[src/rtl/uart_byte_fifo_tx.sv]
// uart_byte_fifo_tx
// Byte FIFO feeding an 8N1 UART transmitter. Bytes pushed with wr_en are
// queued (DEPTH entries) and sent back-to-back with no idle gap between
// frames. A push while full is dropped and latches the sticky overflow flag.
//
// Optional feature: define UART_PARITY_EN to insert an even-parity bit
// after data bit 7 (11-bit frames instead of 10-bit frames).
//
// Parameters
//   CLK_HZ  input clock frequency in Hz
//   BAUD    line bit rate; one bit lasts CLK_HZ/BAUD clocks (truncated)
//   DEPTH   FIFO capacity in bytes, power of two, 2..256
// Ports
//   clk       system clock, rising edge
//   rst       synchronous active-high reset; aborts any frame, flushes FIFO
//   wr_en     push wr_data this cycle (ignored while rst is high)
//   wr_data   byte to transmit
//   ovf_clr   clears overflow (a coincident drop wins)
//   tx_line   serial output, idle high (registered)
//   busy      FIFO non-empty or frame in progress (registered)
//   full      FIFO holds DEPTH bytes (registered)
//   empty     FIFO holds no bytes (registered)
//   overflow  sticky: a byte was dropped (registered)
module uart_byte_fifo_tx #(
  parameter int CLK_HZ = 100000000,
  parameter int BAUD   = 115200,
  parameter int DEPTH  = 16
) (
  input  logic       clk,
  input  logic       rst,
  input  logic       wr_en,
  input  logic [7:0] wr_data,
  input  logic       ovf_clr,
  output logic       tx_line,
  output logic       busy,
  output logic       full,
  output logic       empty,
  output logic       overflow
);

  localparam int DIV = CLK_HZ / BAUD;
  localparam int AW  = (DEPTH > 1) ? $clog2(DEPTH) : 1;
  localparam int CW  = AW + 1;
  localparam int BW  = (DIV > 1) ? $clog2(DIV + 1) : 1;

  localparam logic [2:0] IDLE   = 3'd0;
  localparam logic [2:0] START  = 3'd1;
  localparam logic [2:0] DATA   = 3'd2;
  localparam logic [2:0] PARITY = 3'd3;
  localparam logic [2:0] STOP   = 3'd4;

`ifdef UART_PARITY_EN
  function automatic logic even_parity(input logic [7:0] b);
    return ^b;
  endfunction
`endif

  logic [7:0]    mem [DEPTH];
  logic [AW-1:0] wr_ptr, rd_ptr;
  logic [CW-1:0] count, count_nxt;
  logic [2:0]    state, state_nxt;
  logic [BW-1:0] baud_cnt;
  logic [2:0]    bit_cnt;
  logic [7:0]    shreg;
`ifdef UART_PARITY_EN
  logic          par_bit;
`endif
  logic          push, drop, pop, bit_done;

  assign push     = wr_en && !full && !rst;
  assign drop     = wr_en && full && !rst;
  assign bit_done = (baud_cnt == BW'(DIV - 1));

  // Next-state and pop decision; a pop always coincides with entering START
  always_comb begin
    state_nxt = state;
    pop       = 1'b0;
    case (state)
      IDLE:   if (count != '0) begin
                pop       = 1'b1;
                state_nxt = START;
              end
      START:  if (bit_done) state_nxt = DATA;
      DATA:   if (bit_done && bit_cnt == 3'd7) begin
`ifdef UART_PARITY_EN
                state_nxt = PARITY;
`else
                state_nxt = STOP;
`endif
              end
      PARITY: if (bit_done) state_nxt = STOP;
      STOP:   if (bit_done) begin
                if (count != '0) begin
                  pop       = 1'b1;
                  state_nxt = START;
                end else begin
                  state_nxt = IDLE;
                end
              end
      default: state_nxt = IDLE;
    endcase
  end

  always_comb begin
    case ({push, pop})
      2'b10:   count_nxt = count + CW'(1);
      2'b01:   count_nxt = count - CW'(1);
      default: count_nxt = count;
    endcase
  end

  // Control registers: FIFO bookkeeping, FSM, counters and all outputs
  always_ff @(posedge clk) begin
    if (rst) begin
      state    <= IDLE;
      tx_line  <= 1'b1;
      busy     <= 1'b0;
      full     <= 1'b0;
      empty    <= 1'b1;
      overflow <= 1'b0;
      count    <= '0;
      wr_ptr   <= '0;
      rd_ptr   <= '0;
      baud_cnt <= '0;
      bit_cnt  <= '0;
    end else begin
      state <= state_nxt;
      count <= count_nxt;
      full  <= (count_nxt == CW'(DEPTH));
      empty <= (count_nxt == '0);
      busy  <= (count_nxt != '0) || (state_nxt != IDLE);
      if (push) wr_ptr <= wr_ptr + AW'(1);
      if (pop)  rd_ptr <= rd_ptr + AW'(1);
      if (drop)         overflow <= 1'b1;
      else if (ovf_clr) overflow <= 1'b0;
      // Baud counter restarts at every bit boundary and is parked in IDLE
      if (state == IDLE || bit_done) baud_cnt <= '0;
      else                           baud_cnt <= baud_cnt + BW'(1);
      // Wraps 7 -> 0 after the last data bit, ready for the next frame
      if (state == DATA && bit_done) bit_cnt <= bit_cnt + 3'd1;
      if (pop) begin
        tx_line <= 1'b0;
      end else if (bit_done) begin
        case (state)
          START: tx_line <= shreg[0];
          DATA:  if (bit_cnt == 3'd7) begin
`ifdef UART_PARITY_EN
                   tx_line <= par_bit;
`else
                   tx_line <= 1'b1;
`endif
                 end else begin
                   tx_line <= shreg[1];
                 end
          default: tx_line <= 1'b1;
        endcase
      end
    end
  end

  // Data registers: storage and shift register carry no reset
  always_ff @(posedge clk) begin
    if (push) mem[wr_ptr] <= wr_data;
    if (pop && !rst) begin
      shreg <= mem[rd_ptr];
`ifdef UART_PARITY_EN
      par_bit <= even_parity(mem[rd_ptr]);
`endif
    end else if (state == DATA && bit_done) begin
      shreg <= shreg >> 1;
    end
  end

endmodule

[config.mk]
export PLATFORM = sky130hd
export DESIGN_NAME = uart_byte_fifo_tx
export DESIGN_NICKNAME = d
export VERILOG_FILES = /design/src/rtl/uart_byte_fifo_tx.sv
export SDC_FILE = /design/constraint.sdc
export NUM_CORES = 1
export LEC_CHECK = 0
export ABC_AREA = 1
export CELL_PAD_IN_SITES_DETAIL_PLACEMENT = 0
export CELL_PAD_IN_SITES_GLOBAL_PLACEMENT = 1
export CORE_ASPECT_RATIO = 1.25
export CORE_UTILIZATION = 30
export CTS_CLUSTER_SIZE = 20
export DETAILED_ROUTE_END_ITERATION = 7
export GPL_TIMING_DRIVEN = 0
export PLACE_DENSITY = 0.57
export SETUP_SLACK_MARGIN = 0.02
export SLEW_MARGIN = 30
export SYNTH_ARGS = -nofsm -noshare
export SYNTH_HDL_FRONTEND = slang
export SYNTH_SLANG_ARGS = --single-unit
[constraint.sdc]
create_clock -name clk -period 5.1 [get_ports clk]
set_clock_uncertainty 0.1 [all_clocks]
set_input_delay 1.02 -clock clk [delete_from_list [all_inputs] [get_ports clk]]
set_output_delay 1.02 -clock clk [all_outputs]
set_load 0.03 [all_outputs]
Word-level counts from Yosys, hierarchy flattened
Memory sizes are Yosys's and may differ from the RTL's. A register that Yosys moved wholly into a read port is not among the register bits.
Index checks and enable logic that the tools add are counted.
{"block": "classes", "addsub": 6, "n_mul": 0, "div": 0, "n_lt_le_gt_ge": 0, "eq_ne": 9, "n_shift": 0, "mux": 23, "bitwise_logic": 0, "reduce_logical": 20}
{"op": "$mux W8", "count": 2}
{"op": "$mux W3", "count": 5}
{"op": "$pmux W3 S5", "count": 1}
{"op": "$add A10 B1 Y10 const B", "count": 1}
{"op": "$eq A10 B10 Y1 const B", "count": 1}
{"op": "$mux W1", "count": 10}
{"op": "$pmux W5 S2", "count": 1}
{"op": "$reduce_bool A5 Y1", "count": 2}
{"op": "$add A4 B1 Y4 const B", "count": 2}
{"op": "$mux W4", "count": 2}
{"op": "$logic_and A1 B1 Y1", "count": 7}
{"op": "$eq A3 B2 Y1 const B", "count": 2}
{"op": "$eq A3 B3 Y1 const B", "count": 2}
{"op": "$reduce_bool A2 Y1", "count": 3}
{"op": "$add A5 B1 Y5 const B", "count": 1}
{"op": "$eq A5 B5 Y1 const B", "count": 1}
{"op": "$logic_not A5 Y1", "count": 1}
{"op": "$sub A5 B1 Y5 const B", "count": 1}
{"op": "$pmux W1 S2", "count": 2}
{"op": "$add A3 B1 Y3 const B", "count": 1}
{"op": "$eq A3 B1 Y1 const B", "count": 1}
{"op": "$logic_not A3 Y1", "count": 1}
{"op": "$reduce_bool A3 Y1", "count": 1}
{"op": "$eq A2 B1 Y1 const B", "count": 1}
{"op": "4 further kinds", "count": 6}
{"block": "totals", "ff_bits": 42, "latchBits": 0, "ram_bits": 128, "rom_bits": 0, "in_bits": 12, "out_inout_bits": 5, "wordCells": 71, "memories": 1}
{"memory": "mem", "words": 16, "width": 8, "rd": 1, "rd_ports_with_merged_regs": 1, "wr": 1, "line": "58", "rtl": "logic [7:0] mem [DEPTH];"}

Logic depth before layout (Yosys ltp)
Gate-level depths: netlist (run 1).
{"block": "depth", "ltp_word": 8, "mapped_depth": 20, "ltp_nobuf": 20}

Least setup slack after synthesis (run 1)
No wires, ideal clock.
{"block": "synth_path", "path_type": "input-to-reg", "startpoint": "input rst", "endpoint": "register busy", "setup_ps": 119, "arrival_ps": 2620, "t_required_ps": 4881, "setup_slack_ps": 2261, "stages": 18, "n_path_buf": 1, "cell_sequence": "clkbuf_2 > inv_1 > nand2_1 > nand3_4 > nand2_1 > nand2_1 > inv_1 > ha_1 > a21oi_1 > inv_1 > nand3_2 > inv_1 > nand3_1 > nand3_1 > nand2_1 > nand2_2 > nand2_2 > nand3_1"}
{"block": "synth_via", "elab_chain_cells": 6, "elab_cells_between_ends": 7, "cone_classes": "2 x eq/ne; 1 x mux; 4 x reduce/logical"}
{"item": "start, declared", "line": "30", "rtl": "input logic rst,"}
{"item": "$logic_not A1 Y1", "line": "70", "rtl": "assign push = wr_en && !full && !rst;"}
{"item": "$logic_and A1 B1 Y1", "line": "70"}
{"item": "$eq A2 B1 Y1 or $eq A2 B2 Y1 (tied branches)", "line": "105", "rtl": "case ({push, pop})"}
{"item": "$pmux W5 S2", "line": "105"}
{"item": "$reduce_bool A5 Y1", "line": "131", "rtl": "busy <= (count_nxt != '0) || (state_nxt != IDLE);"}
{"item": "$logic_or A1 B1 Y1", "line": "131"}
{"item": "end signal, assigned", "line": "131"}
{"item": "end, declared", "line": "35", "rtl": "output logic busy,"}
Several ways; a longest one is shown, not always the timed one.
A chain may end at the register's enable or synchronous reset.

Worst setup path in the final report (run 1)
{"block": "layout_path", "startpoint": "input wr_en", "endpoint": "register busy"}
{"block": "layout_via", "elab_chain_cells": 6, "elab_cells_between_ends": 7, "cone_classes": "2 x eq/ne; 1 x mux; 4 x reduce/logical"}
{"item": "start, declared", "line": "31", "rtl": "input logic wr_en,"}
{"item": "$logic_and A1 B1 Y1 * (2 in a row)", "line": "70"}
{"item": "$eq A2 B1 Y1 or $eq A2 B2 Y1 (tied branches)", "line": "105"}
{"item": "$pmux W5 S2 *", "line": "105"}
{"item": "$reduce_bool A5 Y1 *", "line": "131"}
{"item": "$logic_or A1 B1 Y1 *", "line": "131"}
Mark *: on every way between the ends. The rest lies on a longest branch, timed or not.

==> metrics list, run 1 <==
- Critical path depth in cells: 19
- Number of search-and-repair iterations in the first detailed-routing pass: 4
- Kind of start point of the critical path: primary input
- # setup viols final: 0
- After floorplanning, the core was divided into 63 placement rows.
- The die is 175 um tall.
* DRT antenna net count: 0
* P per Cell Area: 491 nW/um^2
- After layout, the worst path uses 62.5% of the clock period.
- For this run, global-route usage on met1 was measured as 18.0%.
- Along the worst hold path, the cell count comes to 1.
- The synthesized design contains 136 enable-type register cells.
- Gr busiest metal: met2
- Number of global-route vias before repair: 4753
- Global routing used 3.24% of the available met3 tracks.
- Core Footprint: 23600 sq um
- Effective utilization at floorplan: 30.5%
- The critical path in this run is classified as in -> reg.
* Number of top-level design ports: 17
- Outcome: finished clean
* Maximum number of pins on one net before global-route repair: 17
- Final wirelength: 18.1 mm
- Synth Net Count: 630
- For this run, the register share of the synthesized area comes to 67.2%.
* Post-CTS setup buffer count: 0
- Worst stage delay on the critical path: 0.47 ns
- Buffers inserted to repair hold after CTS numbered 0.
* Via count: 4627
* Slew margin rel.: 33.1%
* Clock slew seen by the registers of the worst setup and hold paths: 0.07 ns
* Leading cell type by number of instances after synthesis: edfxtp_1
- Clock network latency to the later pin of the worst-skew pair: 0.43 ns
* Number of distinct standard cells referenced by the synthesized netlist: 43
- The total overflow left after global routing is 0.
- Maximum fanout along the worst path: 7
- Critical path capture point type: register
* Cell-by-cell trace of the critical path: clkdlybuf4s50_1 > inv_1 > nor2_1 > nand2_1 > nand3_4 > nand2_1 > nand2_1 > inv_1 > ha_1 > a21oi_1 > inv_1 > nand3_2 > inv_1 > nand3_1 > nand3_1 > nand2_1 > nand2_2 > nand2_2 > nand3_1
- Average wire per cell in the routed design: 19.1 um
- The final number of hold-violating endpoints came to 0.
- Counting flops with an async set or reset pin after synthesis yields a share of 0%.
* Sink Count: 174
* Crit path max-delay cell type: clkdlybuf4s50_1
* Minimum period implied by the final worst setup slack: 3.19 ns
- Footprint of the flip-flops and latches: 4840 sq um
- Layout Area Growth over Synthesis: 15.8%
- Counting every instance in the synthesized netlist gives 608.
* Die width: 141 um
- Initial antenna violation count: 0
* Remaining design rule violation count: 0
- The multi-input combinational cells in the finished layout cover a total of 2100 sq um.
* R2r worst-path depth: 19
* Number of resized instances in the post-cts repair step: 0
- The longest clock path from root to sink contains 2 buffers.
- In the final design database the tool counted 664 nets.
- Final setup TNS: 0 ns
* Number of max-slew violations in the final report: 0
- For this design the static power due to leakage is 2.77 nW.
- The detailed router finished its first iteration with 318 violations.
- Syn Std Cell Area: 7210 sq um
* Count of state elements after synthesis: 174
- The Yosys step of the flow raised 0 warnings.
- The die covers 24700 sq um.
* Class of the most critical hold timing path: reg -> reg
* CTS Root Cell: clkbuf_16
- Timing would allow up to 314 MHz.
- TritonCTS clock tree: done
* Filler Cell Count: 2328
- At the pin with the least slew margin, the transition time is 1.00 ns.
- Dividing the synthesized area by the synthesized cell count gives 11.9 sq um.
- The worst register-to-register path has a setup slack of 2.52 ns.
- For the worst setup path, the data arrival time is 3.40 ns.
- The H-tree was split into 4 levels.
* MaxCap Viol Count: 0
- Bufs and invs on worst path: 5
- Dividing the detail-routed via count by the number of cells gives 4.89.
- Peak supply drop: 0.000248 V
- Routability Congestion: 0.789
* Placed wire-length estimate after detailed placement: 12.1 mm
* Most used standard cells in the synthesized netlist: 136 x edfxtp_1, 107 x nor2_1, 46 x nand2_1
- Setup repair after global routing left no endpoint under its margin.
- In this run the biggest area consumer among cell types represents 56.6% of the synthesized area.
- Count of inserted antenna diode cells: 0
* Required time of the critical path: 5.31 ns
* Global-route total usage across every layer: 15.5%
* First-pass GRT wire length: 27.5 mm
* Top delay family on crit path: simple AND/OR/NAND/NOR gates
* Ratio of cells with drive above 1 in the final layout: 8.85%
* Dominant cells by area after synthesis: edfxtp_1 57%, dfxtp_1 11%, nor2_1 5.6%, o21ai_0 3.0%, mux2i_1 2.9%
- Global routing consumed, on the met2 layer, 27.9% of the routing resources.
* Worst hold slack: 0.350 ns
- Main synth FF type: edfxtp_1
* Cell taking the most area after synthesis: edfxtp_1
* IO buf count: 15
- Total clock buffers created by CTS: 17
## logic make-up after synthesis
kind of cell               count (synthesis)  share of synthesized area (%)
DFF                                      174                           67.2
xor gates and xnor gates                   6                          0.729
AOI/OAI and AO/OA                        121                           10.9
buffers and inverters                     70                           3.78
muxes                                     21                           2.92
and+or+nand+nor                          206                           12.7
adders and majority gates                 10                           1.74
## cell type report
cell class / count / share of cell area [%]
buffer: 25 / 1.24
sequential: 174 / 58.1
clock inverter: 15 / 2.22
timing repair buffer: 15 / 1.80
multi-input combinational: 364 / 25.2
inverter: 45 / 2.02
clock buffer: 17 / 5.10
tap: 292 / 4.38
## worst paths after layout
check                               from                endpoint
hold / removal    baud_cnt[0]$_SDFF_PP0_  baud_cnt[0]$_SDFF_PP0_
setup reg to reg  baud_cnt[0]$_SDFF_PP0_         busy$_SDFF_PP0_
hold reg to reg   baud_cnt[0]$_SDFF_PP0_  baud_cnt[0]$_SDFF_PP0_
setup / recovery                   wr_en         busy$_SDFF_PP0_
## through the flow
stage / instances / util, % / cell area (sq um) / worst slack, ns / total power, mW
2_1_floorplan: 608 / - / 7210 / 2.26 / 2.43
3_3_place_gp: 915 / 32.7 / 7720 / 1.48 / 2.78
3_5_place_dp: 915 / 32.7 / 7730 / 1.44 / 2.79
4_1_cts: 947 / 35.3 / 8340 / 1.90 / 4.14
5_1_grt: 947 / 35.3 / 8350 / 1.63 / 4.31
6_report: 947 / 35.3 / 8350 / 1.91 / 4.10
## state kept, by name (all words and copies together), names as in the netlist, named ones only
name      flops
state         3
wr_ptr        4
full          1
shreg         8
rd_ptr        4
overflow      1
tx_line       1
busy          1
bit_cnt       3
count         5
baud_cnt     10
mem         128
empty         1
## layer usage
| metal | routed length, um | vias to the layer above |
|---|---|---|
| li1 | - | 2270 |
| met1 | 7850 | 2252 |
| met2 | 9340 | 82 |
| met3 | 556 | 23 |
| met4 | 318 | 0 |
| met5 | 0 | - |
## power breakdown
part           switching, mW  total [mW]  internal (mW)  leakage (nW)
combinational          0.717        1.06          0.345         0.933
sequential            0.0512        1.69           1.64          1.54
clock                  0.572        1.35          0.780         0.297
total                   1.34        4.10           2.76          2.77
## layout by cell type, fill, tap and decap left out, drive strengths merged, types with 8 or more instances in the layout
master | netlist | layout
nor2 | 110 | 110
o32ai | 11 | 11
o221ai | 21 | 21
edfxtp | 136 | 136
nand2 | 52 | 52
dfxtp | 38 | 38
inv | 43 | 48
clkdlybuf4s50 | 0 | 15
clkbuf | 17 | 34
buf | 8 | 8
nand3 | 25 | 25
clkinv | 2 | 8
a21oi | 16 | 16
o211ai | 9 | 9
ha | 10 | 10
o21ai | 47 | 47
mux2i | 21 | 21
No activity file was read; power rests on OpenSTA's default activity.
==> run 2: changes to the inputs <==
==> constraint.sdc (replaced) <==
create_clock -name clk -period 3.1 [get_ports clk]
set_clock_uncertainty 0.1 [all_clocks]
set_input_delay 0.62 -clock clk [delete_from_list [all_inputs] [get_ports clk]]
set_output_delay 0.62 -clock clk [all_outputs]
set_load 0.03 [all_outputs]
==> results of run 2 <==
Same layout as run 1 (identical final DEF). Status: finished clean.
Main changes from that run: setup slack after placement 1.44 ns -> -0.158 ns; setup slack after layout 1.91 ns -> 0.311 ns; register-to-register setup slack 2.52 ns -> 0.52 ns; total power 4.10 mW -> 6.74 mW; worst IR drop on VDD 0.000248 V -> 0.000408 V
